==> config.mk <==
export PLATFORM = sky130hd
export DESIGN_NAME = scanline_fetch_ctrl
export DESIGN_NICKNAME = d
export VERILOG_FILES = /design/src/rtl/scanline_pkg.sv /design/src/rtl/tile_map_addr_gen.sv /design/src/rtl/scanline_fetch_ctrl.sv
export SDC_FILE = /design/constraint.sdc
export NUM_CORES = 1
export LEC_CHECK = 0
export CORE_UTILIZATION = 49
export DETAILED_ROUTE_END_ITERATION = 7
export MAX_ROUTING_LAYER = met4
export PLACE_DENSITY_LB_ADDON = 0.05
export SKIP_CTS_REPAIR_TIMING = 1
export SYNTH_ARGS = -nofsm -noshare
export SYNTH_HDL_FRONTEND = slang
export SYNTH_SLANG_ARGS = --single-unit
==> constraint.sdc <==
create_clock -name clk -period 4.6 [get_ports clk]
set_input_delay 0.69 -clock clk [delete_from_list [all_inputs] [get_ports clk]]
set_output_delay 0.69 -clock clk [all_outputs]
set_load 0.01 [all_outputs]
==> src/rtl/scanline_pkg.sv <==
// Shared constants and types for the BG scanline tile-index fetcher.
package scanline_pkg;

    // Visible tiles per line (160 px / 8 px).
    localparam int unsigned NUM_TILES = 20;

    // BG tile-map bases in the CPU address space and the map width in tiles.
    localparam logic [15:0] BG_MAP0_BASE = 16'h9800;
    localparam logic [15:0] BG_MAP1_BASE = 16'h9C00;
    localparam int unsigned MAP_W        = 32;

    typedef enum logic [1:0] {
        StIdle,
        StReq,
        StWrite,
        StDone
    } fetch_state_e;

endpackage

==> src/rtl/tile_map_addr_gen.sv <==
// Combinational tile-map address for one tile of the current BG line.
module tile_map_addr_gen
    import scanline_pkg::*;
(
    input  logic [7:0]  ly,
    input  logic [7:0]  scy,
    input  logic [7:0]  scx,
    input  logic        map_sel,
    input  logic [4:0]  tile_idx,
    output logic [15:0] vram_addr
);

    logic [7:0] line_y;
    logic [4:0] row;
    logic [4:0] col;

    // Row comes from the scrolled line; column wraps at the 32-tile map edge.
    always_comb begin
        line_y    = ly + scy;              // wraps mod 256
        row       = line_y[7:3];
        col       = scx[7:3] + tile_idx;   // wraps mod 32
        vram_addr = (map_sel ? BG_MAP1_BASE : BG_MAP0_BASE)
                  + 16'(row) * 16'(MAP_W) + 16'(col);
    end

endmodule

==> src/rtl/scanline_fetch_ctrl.sv <==
// Fetches one line of BG tile indices from VRAM into scanline RAM port A.
module scanline_fetch_ctrl
    import scanline_pkg::*;
#(
    parameter int unsigned RAM_AW  = 5,
    parameter int unsigned VRAM_AW = 16
) (
    input  logic               clk,
    input  logic               rst_n,
    input  logic               start,
    input  logic               abort,
    input  logic [7:0]         ly,
    input  logic [7:0]         scy,
    input  logic [7:0]         scx,
    input  logic               map_sel,
    output logic               vram_req,
    output logic [VRAM_AW-1:0] vram_addr,
    input  logic               vram_ack,
    input  logic [7:0]         vram_rdata,
    output logic               ram_wr_en,
    output logic [RAM_AW-1:0]  ram_addr,
    output logic [7:0]         ram_wr_data,
    output logic               busy,
    output logic               done
);

    fetch_state_e      state_q, state_d;
    logic [RAM_AW-1:0] tile_q, tile_d;
    logic [7:0]        ly_q, ly_d;
    logic [7:0]        scy_q, scy_d;
    logic [7:0]        scx_q, scx_d;
    logic              map_sel_q, map_sel_d;
    logic [7:0]        data_q, data_d;
    logic [15:0]       addr_calc;

    tile_map_addr_gen u_addr_gen (
        .ly        (ly_q),
        .scy       (scy_q),
        .scx       (scx_q),
        .map_sel   (map_sel_q),
        .tile_idx  (tile_q),
        .vram_addr (addr_calc)
    );

    // State, tile counter, latched line parameters and captured tile byte.
    always_ff @(posedge clk or negedge rst_n) begin
        if (!rst_n) begin
            state_q   <= StIdle;
            tile_q    <= '0;
            ly_q      <= '0;
            scy_q     <= '0;
            scx_q     <= '0;
            map_sel_q <= 1'b0;
            data_q    <= '0;
        end else begin
            state_q   <= state_d;
            tile_q    <= tile_d;
            ly_q      <= ly_d;
            scy_q     <= scy_d;
            scx_q     <= scx_d;
            map_sel_q <= map_sel_d;
            data_q    <= data_d;
        end
    end

    // Next-state logic and state-decoded outputs; abort overrides everything.
    always_comb begin
        state_d     = state_q;
        tile_d      = tile_q;
        ly_d        = ly_q;
        scy_d       = scy_q;
        scx_d       = scx_q;
        map_sel_d   = map_sel_q;
        data_d      = data_q;
        vram_req    = 1'b0;
        vram_addr   = '0;
        ram_wr_en   = 1'b0;
        ram_addr    = '0;
        ram_wr_data = '0;
        busy        = 1'b0;
        done        = 1'b0;

        unique case (state_q)
            StIdle: begin
                // A start coinciding with abort is dropped, parameters untouched.
                if (start && !abort) begin
                    ly_d      = ly;
                    scy_d     = scy;
                    scx_d     = scx;
                    map_sel_d = map_sel;
                    tile_d    = '0;
                    state_d   = StReq;
                end
            end
            StReq: begin
                busy      = 1'b1;
                vram_req  = 1'b1;
                vram_addr = addr_calc;
                if (vram_ack) begin
                    data_d  = vram_rdata;
                    state_d = StWrite;
                end
            end
            StWrite: begin
                busy        = 1'b1;
                ram_wr_en   = !abort;
                ram_addr    = tile_q;
                ram_wr_data = data_q;
                if (tile_q == RAM_AW'(NUM_TILES - 1)) begin
                    state_d = StDone;
                end else begin
                    tile_d  = tile_q + 1'b1;
                    state_d = StReq;
                end
            end
            StDone: begin
                done    = !abort;
                state_d = StIdle;
            end
            default: state_d = StIdle;
        endcase

        if (abort) begin
            state_d = StIdle;
        end
    end

endmodule

# Yosys cells after proc, flatten, opt, wreduce, memory -nomap -nowiden
# Cells that the tools add are included.
[classes] add_sub_neg=5 n_eq_ne=8 mux=16 n_reduce_logical=9
[ops] op="$add A16 B10 Y16" count=1
[ops] op="$add A16 B5 Y16" count=1
[ops] op="$mux W16" count=1
[ops] op="$mux W5" count=3
[ops] op="$mux W11" count=1
[ops] op="$pmux W5 S2" count=1
[ops] op="$add A8 B8 Y8" count=1
[ops] op="$mux W2" count=4
[ops] op="$mux W8" count=1
[ops] op="$pmux W2 S4" count=1
[ops] op="$ne A3 B3 Y1 const B" count=2
[ops] op="$reduce_and A2 Y1" count=3
[ops] op="$add A5 B1 Y5 const B" count=1
[ops] op="$add A5 B5 Y5" count=1
[ops] op="$eq A5 B5 Y1 const B" count=1
[ops] op="$eq A2 B2 Y1 const B" count=2
[ops] op="$mux W1" count=4
[ops] op="$ne A2 B2 Y1 const B" count=2
[ops] op="$reduce_and A3 Y1" count=1
[ops] op="$eq A2 B1 Y1 const B" count=1
[ops] op="$logic_not A2 Y1" count=1
[ops] op="$reduce_bool A2 Y1" count=1
[ops] op="$reduce_or A2 Y1" count=1
[ops] op="$logic_and A1 B1 Y1" count=1
[ops] op="$logic_not A1 Y1" count=1
[word_totals] register_bits=40 input_bits=38 out_inout_bits=33 word_cells=45

# Longest topological paths before layout
[depth] ltp_word=5 mapped_depth=6 depth_no_buf=6

# Modules after synthesis
# Synthesis repeated with hierarchy kept, for this count alone.
[unflattened] hier_cells=207 area_unflattened_um2=2354.8
[by_module_without_submodules] mod="scanline_fetch_ctrl" n_inst=1 cells_per_inst=152 area_each_um2=1911.8 seq_area_each_um2=1001.0
[by_module_without_submodules] mod="tile_map_addr_gen" n_inst=1 cells_per_inst=55 area_each_um2=442.9 seq_area_each_um2=0.0

# Worst setup path before layout
# OpenSTA, ideal clock, no wires.
[synth_timing] kind="reg2out" start="register ly_q[4]" end="output port vram_addr[9]" arrival_ns=1.675 required_ns=3.910 setup_slack_ns=2.235 path_stages_with_launch=6 n_path_buf=0 cell_sequence="dfrtp_1 -> ha_1 -> a21o_1 -> a21o_1 -> a221oi_2 -> mux2i_1"
[synth_between] elab_chain_cells=4
[synth_rtl] element="start: declaration" line="scanline_fetch_ctrl.sv:29" text="logic [7:0] ly_q, ly_d;"
[synth_rtl] element="start signal: assignment" line="scanline_fetch_ctrl.sv:58" text="ly_q <= ly_d;"
[synth_rtl] element="$add A8 B8 Y8" line="tile_map_addr_gen.sv:19" text="line_y = ly + scy;"
[synth_rtl] element="$add A16 B10 Y16" line="tile_map_addr_gen.sv:23" text="+ 16'(row) * 16'(MAP_W) + 16'(col);"
[synth_rtl] element="$add A16 B5 Y16" line="tile_map_addr_gen.sv:23"
[synth_rtl] element="$mux W16" line="scanline_fetch_ctrl.sv:83" text="unique case (state_q)"
[synth_rtl] element="end: declaration" line="scanline_fetch_ctrl.sv:17" text="output logic [VRAM_AW-1:0] vram_addr,"
# No other way between the ends.

# Final worst setup path
[layout_timing] start="register state_q[1]" end="output port vram_addr[9]"
[layout_between] elab_chain_cells=2
[layout_rtl] element="start: declaration" line="scanline_fetch_ctrl.sv:27" text="fetch_state_e state_q, state_d;"
[layout_rtl] element="start signal: assignment" line="scanline_fetch_ctrl.sv:48" text="state_q <= StIdle;"
[layout_rtl] element="start signal: assignment" line="scanline_fetch_ctrl.sv:56" text="state_q <= state_d;"
[layout_rtl] element="$eq A2 B1 Y1" line="scanline_fetch_ctrl.sv:83"
[layout_rtl] element="$mux W16" line="scanline_fetch_ctrl.sv:83"
# No other way between the ends.

==> results.txt <==
----------------------------------------------------
[Final layout]
  Diodes inserted ... 0
  P&R area growth vs syn ... 37.2%
  Final non-filler cell total ... 300
  Ratio of cells with drive above 1 in the final layout ... 0.188
  Fill count ... 293
  Number of nets in the layout ... 303
  Area occupied by multi-input gates ... 1130 um2
  Design area ... 2910 um2
  FF/Latch Area ... 926 um2

[Yosys]
  Area share of and/or/nand/nor cells after synthesis ... 0.144
  Post-synthesis sequential area ratio ... 0.436
  Syn Area/Cell ... 11.5 um2
  Main synth FF type ... sky130_fd_sc_hd__dfrtp_1
  Mapped Cells ... 185
  Syn. warnings ... 0
  Xor-xnor portion of the synthesized cell area ... 0.0206
  Adder-cell area share of the yosys netlist ... 0.0978
  Share of flip-flops with an asynchronous set or reset ... 1.00
  Largest family of logic cells by synthesized area ... multiplexers
  Post-synthesis compound-gate area fraction ... 0.0972
  Number of synthesized flops with an enable pin ... 0
  Cell variety after synth ... 39
  Cell area after technology mapping ... 2120 um2
  Post-synthesis mux area share ... 0.169
  Number of register bits inferred by synthesis ... 37

[STA]
  Total setup violations reported at the end of the flow ... 0
  Minimum period implied by the final worst setup slack ... 3.34 ns
  Ratio of final minimum period to clock period ... 0.726
  Transition time of the tightest slew-check pin ... 0.838 ns
  Setup Skew ... 0.00696 ns
  Unrepaired setup endpoints after global routing ... no
  Pins over their slew limit ... 0
  Worst-case headroom to the max-slew limit ... 0.442
  Fin. Hold Viols ... 0
  Worst hold margin ... 0.499 ns
  Maximum clock frequency ... 300 MHz
  Total negative slack for setup checks ... 0 ns

[Placement]
  Count of buffers from port buffering ... 65
  Instance count after placement with tap cells included ... 292
  Post-detail-place hpwl ... 3.19 mm
  Weighted congestion reported at the end of routability-driven placement ... 0.852
  Post-DP Area ... 2780 um2

[Die]
  IO Pins ... 71
  Die height ... 67.8 um
  Full die area ... 4600 um2
  Horizontal die dimension ... 67.8 um
  Std-Cell Core Area ... 4090 um2
  Starting density of the core ... 0.520
  Number of placement rows ... 23

[Global route]
  Via count of the first global-routing pass ... 1,595
  Initial antenna violation count ... 0
  Gr usage total ... 0.213
  Wire length of the first global-routing pass ... 7.06 mm
  Aggregate global routing overflow ... 0
  Maximum number of pins on one net before global-route repair ... 38

[Pwr]
  Pwr Total ... 1.59 mW
  Total power density per cell area ... 546 nW/um2
  Internal Pwr Total ... 1.07 mW
  Logic gate share of total power ... 0.456
  P_sw ... 0.522 mW
  Portion of total power attributed to sequential cells ... 0.335
  Proportion of power drawn by the clock network ... 0.209
  Leakage power summed over all cells ... 1.29 nW
  Worst-case vdd ir drop ... 0.000264 V
  Net switching share of the total power ... 0.328

[Route]
  Drt pass-1 iters ... 4
  Post-route ant nets ... 0
  Post-DR wirelength/cell ... 14.5 um
  Vias per Instance ... 5.39
  First DRT Iteration DRCs ... 55
  DRC violations left ... 0
  Final wirelength ... 4.36 mm
  Vias ... 1,616

[Clocking]
  H-tree Lvls ... 2
  Clock-pin slew of the registers on the worst-case setup and hold paths ... 0.08 ns
  Clock Root Buffer ... sky130_fd_sc_hd__clkbuf_8
  Clock latency on the worst-skew pair ... 0.29 ns
  Sink count of the clock tree ... 37
  Clock tree buffer depth ... 2
  TritonCTS clock tree ... yes
  CTS Buf Count ... 5

[Worst setup path]
  Worst Setup Start Kind ... register
  Kind of end point of the critical path ... output pin
  Data arrival time of the worst path ... 2.65 ns
  Required time of the critical path ... 3.91 ns
  Critical path type ... reg2out
  Max Fanout on Critical Path ... 10

[Hold path]
  Min-Delay Path Class ... in2async

[Run]
  Number of max-cap violations ... 0

[Outcome]
  Status ... completed

----------------------------------------------------
-- area by class of cell --
type,count,area share
timing repair buffer,65,0.222
tap,50,0.0215
inverter,4,0.00515
clock inverter,3,0.0223
clock buffer,5,0.0236
multi-input combinational,136,0.388
sequential,37,0.318
-- through the flow --
stage | util | setup slack [ns]
floorplan | - | 2.24
global placement | 0.680 | 1.67
detailed placement | 0.680 | 1.54
CTS | 0.713 | 1.23
global route | 0.713 | 1.09
finish | 0.713 | 1.26
-- path summary, 6_finish.rpt --
check,from,endpoint,slack [ns],cells after the start
hold / removal,rst_n,tile_q[1],0.50,1
setup reg to reg,state_q[0],tile_q[0],2.46,6
min in group clk,data_q[4],data_q[4],0.50,1
max in group asynchronous,rst_n,scy_q[1],3.57,1
setup / recovery,state_q[1],vram_addr[9],1.26,6
hold reg to reg,data_q[4],data_q[4],0.50,1
-- placed cells by master, fill, tap and decap left out, types with 2 or more instances in the layout --
cell type / netlist / final
sky130_fd_sc_hd__clkdlybuf4s50_1: 0 / 64
sky130_fd_sc_hd__dfrtp_1: 37 / 37
sky130_fd_sc_hd__mux2_2: 31 / 31
sky130_fd_sc_hd__and2_1: 15 / 15
sky130_fd_sc_hd__ha_1: 15 / 15
sky130_fd_sc_hd__nand2_1: 9 / 9
sky130_fd_sc_hd__nor3_1: 8 / 8
sky130_fd_sc_hd__a21oi_1: 7 / 7
sky130_fd_sc_hd__a21o_1: 5 / 5
sky130_fd_sc_hd__nor2_1: 5 / 5
sky130_fd_sc_hd__clkbuf_8: 0 / 5
sky130_fd_sc_hd__nand3_1: 4 / 4
sky130_fd_sc_hd__inv_1: 3 / 3
sky130_fd_sc_hd__o21a_1: 3 / 3
sky130_fd_sc_hd__xnor2_1: 3 / 3
sky130_fd_sc_hd__a211oi_1: 3 / 3
sky130_fd_sc_hd__xor2_1: 2 / 2
sky130_fd_sc_hd__nor2b_1: 2 / 2
sky130_fd_sc_hd__a22o_1: 2 / 2
sky130_fd_sc_hd__o21ai_0: 2 / 2
sky130_fd_sc_hd__nand3b_1: 2 / 2
sky130_fd_sc_hd__and3_1: 2 / 2
sky130_fd_sc_hd__conb_1: 1 / 2
sky130_fd_sc_hd__bufinv_16: 0 / 2
-- per-layer routing --
metal,track usage,wire length [um]
met5,-,0
met4,0.0625,38
met3,0.0517,226
met2,0.369,2220
met1,0.245,1880
-- sequential cells by signal (all words and copies together), names as in the netlist --
register   cells
scx_q          5
tile_q         5
map_sel_q      1
data_q         8
scy_q          8
state_q        2
ly_q           8
-- synth_stat cells (4+ instances only) --
master | n | share of area
sky130_fd_sc_hd__nor3_1 | 8 | 0.019
sky130_fd_sc_hd__and2_1 | 15 | 0.044
sky130_fd_sc_hd__nand2_1 | 9 | 0.016
sky130_fd_sc_hd__dfrtp_1 | 37 | 0.44
sky130_fd_sc_hd__nand3_1 | 4 | 0.0094
sky130_fd_sc_hd__nor2_1 | 5 | 0.0088
sky130_fd_sc_hd__buf_4 | 5 | 0.018
sky130_fd_sc_hd__a21o_1 | 5 | 0.018
sky130_fd_sc_hd__mux2_2 | 31 | 0.16
sky130_fd_sc_hd__ha_1 | 15 | 0.088
sky130_fd_sc_hd__a21oi_1 | 7 | 0.016
-- power groups by stage --
stage	Combinational [mW]	Clock, mW	Sequential, mW
after floorplan	0.497	0	0.513
after global placement	0.694	0	0.528
after detailed placement	0.727	0	0.539
after CTS	0.731	0.338	0.533
after global routing	0.807	0.353	0.551
final	0.726	0.333	0.533
-- cell families after synthesis --
family | count (synthesis)
AO/OA/AOI/OAI | 27
XOR/XNOR | 5
adder cells (fa/ha/maj) | 16
buffers and inverters | 13
flip-flops | 37
multiplexers | 32
other | 1
AND/OR/NAND/NOR | 54
-- worst max-delay path, stage by stage (launching register included) --
cell and delay, ns:
sky130_fd_sc_hd__dfrtp_1 0.42, sky130_fd_sc_hd__inv_1 0.09, sky130_fd_sc_hd__ha_1 0.38, sky130_fd_sc_hd__clkinv_1 0.38, sky130_fd_sc_hd__or2_2 0.40, sky130_fd_sc_hd__mux2i_1 0.13
sky130_fd_sc_hd__clkdlybuf4s50_1 0.55
Note: power is estimated with default switching activity, not from simulation.
